[config.mk]
export PLATFORM = sky130hd
export DESIGN_NAME = axi4stream_fifo
export DESIGN_NICKNAME = d
export VERILOG_FILES = /design/src/rtl/axi4stream_fifo.sv
export SDC_FILE = /design/constraint.sdc
export NUM_CORES = 1
export LEC_CHECK = 0
export CORE_UTILIZATION = 53
export DETAILED_ROUTE_END_ITERATION = 10
export HOLD_SLACK_MARGIN = 0.03
export PLACE_DENSITY = 0.81
export SYNTH_ARGS = -nofsm -noshare
export SYNTH_HDL_FRONTEND = slang
export SYNTH_SLANG_ARGS = --single-unit
[constraint.sdc]
create_clock -name i_clk -period 3.85 [get_ports i_clk]
set_input_delay 0.5775 -clock i_clk [delete_from_list [all_inputs] [get_ports i_clk]]
set_output_delay 0.5775 -clock i_clk [all_outputs]
set_load 0.05 [all_outputs]
[src/rtl/axi4stream_fifo.sv]
// -----------------------------------------------------------------------------
// axi4stream_fifo
//   First-word-fall-through AXI4-Stream FIFO. Absorbs bursts up to DEPTH beats
//   between a stream producer (slave side) and a stream consumer (master side).
//
// Ports
//   i_clk        single clock, rising edge
//   i_rst        asynchronous, active-low reset
//   i_s_tvalid   upstream beat valid
//   o_s_tready   FIFO accepts a beat this cycle (registered)
//   i_s_tdata    upstream beat data [DW]
//   o_m_tvalid   head beat valid (registered)
//   i_m_tready   downstream accepts the head beat
//   o_m_tdata    head beat data [DW], read straight out of storage
//   o_level      number of stored beats, 0..DEPTH [AW+1]
// -----------------------------------------------------------------------------
module axi4stream_fifo #(
    parameter  int DW    = 32,
    parameter  int DEPTH = 8,
    localparam int AW    = $clog2(DEPTH)
) (
    input  logic          i_clk,
    input  logic          i_rst,
    input  logic          i_s_tvalid,
    output logic          o_s_tready,
    input  logic [DW-1:0] i_s_tdata,
    output logic          o_m_tvalid,
    input  logic          i_m_tready,
    output logic [DW-1:0] o_m_tdata,
    output logic [AW:0]   o_level
);

    localparam logic [AW:0] LVL_FULL = (AW+1)'(DEPTH);

    logic [DW-1:0] r_mem [DEPTH];
    logic [AW-1:0] r_wr_ptr;
    logic [AW-1:0] r_rd_ptr;
    logic [AW:0]   r_level;
    logic          r_s_tready;
    logic          r_m_tvalid;

    logic          w_push;
    logic          w_pop;
    logic [AW:0]   w_level_nxt;

    // Handshakes qualify on the registered flags only, so a full FIFO can
    // never push and an empty one can never pop.
    assign w_push = i_s_tvalid & r_s_tready;
    assign w_pop  = r_m_tvalid & i_m_tready;

    always_comb begin
        w_level_nxt = r_level;
        case ({w_push, w_pop})
            2'b10:   w_level_nxt = r_level + (AW+1)'(1);
            2'b01:   w_level_nxt = r_level - (AW+1)'(1);
            default: w_level_nxt = r_level;
        endcase
    end

    always_ff @(posedge i_clk or negedge i_rst) begin
        if (!i_rst) begin
            r_wr_ptr   <= '0;
            r_rd_ptr   <= '0;
            r_level    <= '0;
            r_s_tready <= 1'b0;
            r_m_tvalid <= 1'b0;
        end else begin
            if (w_push) r_wr_ptr <= r_wr_ptr + AW'(1);
            if (w_pop)  r_rd_ptr <= r_rd_ptr + AW'(1);
            r_level    <= w_level_nxt;
            // Flags follow the post-edge level; this keeps m_tready out of
            // the s_tready timing path.
            r_s_tready <= (w_level_nxt != LVL_FULL);
            r_m_tvalid <= (w_level_nxt != '0);
        end
    end

    // Storage is not reset; a push cannot happen while reset holds s_tready low.
    always_ff @(posedge i_clk) begin
        if (w_push) r_mem[r_wr_ptr] <= i_s_tdata;
    end

    assign o_s_tready = r_s_tready;
    assign o_m_tvalid = r_m_tvalid;
    assign o_m_tdata  = r_mem[r_rd_ptr];
    assign o_level    = r_level;

endmodule

# Word-level counts from Yosys, hierarchy flattened
# Memories as Yosys holds them, arrays and structs flattened.
# Index checks and enable logic that the tools add are counted.
[classes] n_bitwise=2 n_addsub=4 muxes=3 reduce_logical=1 eq_ne=3
[ops] cell="$pmux 4 s2" n=1
[ops] cell="$add 3x1->3 const B" n=2
[ops] cell="$add 4x1->4 const B" n=1
[ops] cell="$ne 4x4->1 const B" n=1
[ops] cell="$reduce_bool 4->1" n=1
[ops] cell="$sub 4x1->4 const B" n=1
[ops] cell="$and 1x1->1" n=2
[ops] cell="$eq 2x1->1 const B" n=1
[ops] cell="$eq 2x2->1 const B" n=1
[ops] cell="$mux 1" n=2
[word_totals] memories=1 output_inout_bits=38 reg_bits=12 mem_bits_rw=256
[memory_table] memory="r_mem" depth=8 width=32 rd=1 rd_clocked_by_memory_dff=0 write_ports=1 line_no="35" text="logic [DW-1:0] r_mem [DEPTH];"

# Depth between registers and ports, before layout
# Gate-level depths: netlist of the first run.
[depth] word_depth=4 depth_mapped=10

# Least setup slack after synthesis of the first run
# No wires, ideal clock.
[synth_path] kind="register -> register" startpoint="reg r_s_tready, in the netlist o_s_tready" endpoint="mem r_mem[0][0], enable pin" setup_ns=0.502 arrival_time_ns=4.059 path_buffers=0 stages_incl_launch_ff=3 path_slack_ns=-0.712 synth_period_minus_slack_ns=4.562 cell_sequence="dfrtp_1 nand2_1 nor4_1"
[synth_between] elab_chain_len=3
[synth_lines] element="from (decl)" line_no="39" text="logic r_s_tready;"
[synth_lines] element="from (signal assigned)" line_no="73" text="r_s_tready <= (w_level_nxt != LVL_FULL);"
[synth_lines] element="$and 1x1->1" line_no="48" text="assign w_push = i_s_tvalid & r_s_tready;"
[synth_lines] element="$mux 1" line_no="80" text="if (w_push) r_mem[r_wr_ptr] <= i_s_tdata;"
[synth_lines] element="$mux 1 (not written as such)" line_no="80"
[synth_lines] element="to (decl)" line_no="35"
# No other way between the ends.

# Worst setup path after layout of the first run
[layout_path] startpoint="reg r_rd_ptr[0]" endpoint="out o_m_tdata[15]"
[layout_between] elab_chain_len=1
[layout_lines] element="from (decl)" line_no="37" text="logic [AW-1:0] r_rd_ptr;"
[layout_lines] element="from (signal assigned)" line_no="69" text="if (w_pop) r_rd_ptr <= r_rd_ptr + AW'(1);"
[layout_lines] element="$mem_v2 8x32"
[layout_lines] element="to (decl)" line_no="29" text="output logic [DW-1:0] o_m_tdata,"
# No other way between the ends.

==> impl_metrics.yaml, run 1 <==
sta:
  rsz0062_at_grt: "no"
  slew_viol_final: 0
  achievable-frequency_mhz: 275
  period_share_pct: 94.3
  finalCriticalPeriod_ns: 3.63
  timing.final.setup_violations: 0
  max_slew.worst_pin.slew_ns: 0.667
  timing.final.hold_violations: 0
  max_slew_margin_pct: 55.6
  worst_clock_skew_ns: 0.00976
  fin_ws_ns: 0.218
  final.setup.tns_ns: 0
floorplan:
  core_um2: 19000
  dieHeight_um: 142
  die-width_um: 142
  i_o_pins: 74
  start_util_pct: 54.9
  die_area_um2: 20200
  row_count: 50
logic_synthesis:
  ys_dominant_reg_cell: "sky130_fd_sc_hd__edfxtp_1"
  syn_nets: 477
  synth-edff-count: 256
  synth_top_cell_area_share_pct: 73.8
  synthDistinctLibCells: 33
  synthesis.area_um2: 10400
  number_of_warnings_reported_in_the_yosys_synthesis_log: 0
  ys_seq_elements: 268
  synth_area_leader_cell: "sky130_fd_sc_hd__edfxtp_1"
  synthesized_area_per_cell_um2: 23.9
  synth_most_common_cell: "sky130_fd_sc_hd__edfxtp_1"
  synth-async-reset-ratio_pct: 4.48
  post_synth_inst_count: 436
  netlist_top_cells_count: "256 x sky130_fd_sc_hd__edfxtp_1, 39 x sky130_fd_sc_hd__mux4_2, 35 x sky130_fd_sc_hd__mux2_2"
  seq_area_frac_synth_pct: 76.7
  synth_top_cells_by_area: "sky130_fd_sc_hd__edfxtp_1 74%, sky130_fd_sc_hd__mux4_2 8.4%, sky130_fd_sc_hd__mux4_1 6.3%, sky130_fd_sc_hd__mux2_2 3.8%, sky130_fd_sc_hd__dfrtp_1 2.9%"
placed_design:
  detailed_place_hpwl_mm: 10.6
  globalplace.congestion: 0.771
  numPortBuffers: 73
  pre_cts_slack_ns: 0.614
global_routing:
  remaining_overflow_grt: 0
  maximum_number_of_pins_on_one_net_before_global_route_repair: 43
  grt_first_pass_wirelength_mm: 28.9
  grt_pass1_vias: 5035
  initial_antenna_violation_count: 2
  grt_util_all_layers_pct: 19.4
power:
  power.ir.vdd_worst_v: 0.000565
  report.power.total_w: 0.0104
  p_per_area_nw_per_um2: 839
  leakage_power_nw: 4.07
route:
  routed_via_density: 5.73
  first_pass_iters: 5
  ant_nets: 0
  first_iter_violations: 306
  routed_wl_mm: 18.7
  wl_per_cell_um: 22.9
  route.detailed.drc: 0
  num_vias: 4679
clock_tree:
  cts-root-buf: "sky130_fd_sc_hd__clkbuf_16"
  clkSlewWorstSetupHoldPaths_ns: 0.06
  clkLatencyLatePin_ns: 0.52
  number_of_buffers_created_by_cts: 27
  post_cts.resized_instances: 0
  cts_num_sinks: 268
  cts_hold_repair.buffers: 0
  cts_tree: "built"
  postCtsSetupRepairBufs: 0
  cts-root-to-sink-buffers: 3
  cts-htree-levels: 1
layout:
  count_of_nets_after_finishing: 577
  final_layout_size_suffix_gt1_share_pct: 25.6
  filler_cell_count: 1214
  synthToLayoutAreaGrowth_pct: 19.1
  final_core_utilization_pct: 65.4
worst_setup_path:
  critical_path.endpoint_type: "primary output"
  data_arrival_time_at_the_worst_slack_endpoint_ns: 3.05
  crit_type: "reg -> out"
  startpoint_types: "register"
  timing.critical_path.required_ns: 3.27
  critPathMaxFanout: 26
job:
  maxCapViolations: 0
hold_path:
  hold_path_class: "in -> async"
status:
  status: "finished clean"
==> report_power, final <==
part / leakage, nW / internal, W / total, W / switching, W
Combinational: 1.20 / 0.00171 / 0.00395 / 0.00225
Clock: 0.410 / 0.00141 / 0.00242 / 0.00100
Sequential: 2.46 / 0.00370 / 0.00404 / 0.000333
==> routing by layer <==
metal,up-vias,part of all wire [%],track usage (%)
li1,2069,-,-
met1,2421,40,25.6
met2,164,51,33.8
met3,25,7.7,3.67
met4,0,1.9,4.53
met5,-,0,0
==> worst max-delay path, stage by stage (launching register included) <==
cell,delay [ns]
sky130_fd_sc_hd__dfrtp_4,0.65
sky130_fd_sc_hd__buf_12,0.27
sky130_fd_sc_hd__mux4_1,0.60
sky130_fd_sc_hd__mux2_2,0.30
sky130_fd_sc_hd__clkdlybuf4s50_1,0.70
==> layout by cell type (no fill, tap or decap), drive strengths merged, types with 12 or more instances in the layout <==
cell type | netlist | final
buf | 15 | 18
clkbuf | 5 | 30
clkdlybuf4s50 | 0 | 73
clkinv | 0 | 14
dfrtp | 12 | 12
edfxtp | 256 | 256
mux2 | 35 | 35
mux4 | 64 | 64
==> worst paths after layout <==
check                                  from       endpoint  slack [ns]  cells past startpoint
worst max register to register   o_s_tready     o_m_tvalid        1.29                      8
min in group i_clk               o_level[2]     o_level[2]        0.60                      1
worst min-delay path                  i_rst     o_level[0]        0.43                      1
worst min register to register   o_level[2]     o_level[2]        0.60                      1
worst max-delay path            r_rd_ptr[0]  o_m_tdata[15]        0.22                      4
max in group asynchronous             i_rst    r_rd_ptr[0]        3.00                      1
==> flip-flops by register name (all words and copies together) (netlist names) <==
signal / cells
r_mem: 256
o_level: 4
r_rd_ptr: 3
r_wr_ptr: 3
o_m_tvalid: 1
o_s_tready: 1
==> metrics by stage <==
| step | hold WS (ns) | instance area, µm² | cells |
|---|---|---|---|
| floorplan | 0.282 | 10400 | 436 |
| finish | 0.426 | 12400 | 817 |
| CTS | 0.434 | 12400 | 815 |
| global route | 0.464 | 12400 | 815 |
| detailed placement | 0.587 | 11600 | 767 |
| global placement | 0.569 | 11600 | 767 |
==> logic make-up after synthesis <==
logic type,synth area share (%)
flops,76.7
mux,18.5
simple gates,1.47
buf+inv,1.49
xor+xnor,0.889
compound gates,0.324
fa+ha+maj,0.601
==> area by class of cell <==
class | count | area [µm²] | share of cell area [%]
diodes | 2 | 5.00 | 0.0404
clock buffers | 30 | 687 | 5.54
clock inverters | 18 | 143 | 1.15
inverters | 1 | 3.75 | 0.0303
multi-input cells | 147 | 2330 | 18.8
flip-flops and latches | 268 | 7990 | 64.5
well taps | 260 | 325 | 2.62
repair buffers | 91 | 916 | 7.38
Power figures use the tool's default switching activity.
==> run 2, diff against run 1 <==
--- a/config.mk
+++ b/config.mk
@@ -6,6 +6,7 @@
 export NUM_CORES = 1
 export LEC_CHECK = 0
 export CORE_UTILIZATION = 53
+export CTS_CLUSTER_DIAMETER = 200
 export DETAILED_ROUTE_END_ITERATION = 10
 export HOLD_SLACK_MARGIN = 0.03
 export PLACE_DENSITY = 0.81
==> results of run 2 <==
Same layout as run 1: the final DEF is identical, and so are final timing and power.
==> run 3, diff against run 2 <==
--- a/config.mk
+++ b/config.mk
@@ -8,7 +8,7 @@
 export CORE_UTILIZATION = 53
 export CTS_CLUSTER_DIAMETER = 200
 export DETAILED_ROUTE_END_ITERATION = 10
-export HOLD_SLACK_MARGIN = 0.03
+export HOLD_SLACK_MARGIN = 0.15
 export PLACE_DENSITY = 0.81
 export SYNTH_ARGS = -nofsm -noshare
 export SYNTH_HDL_FRONTEND = slang
==> results of run 3 <==
Same layout as run 1: the final DEF is identical, and so are final timing and power.
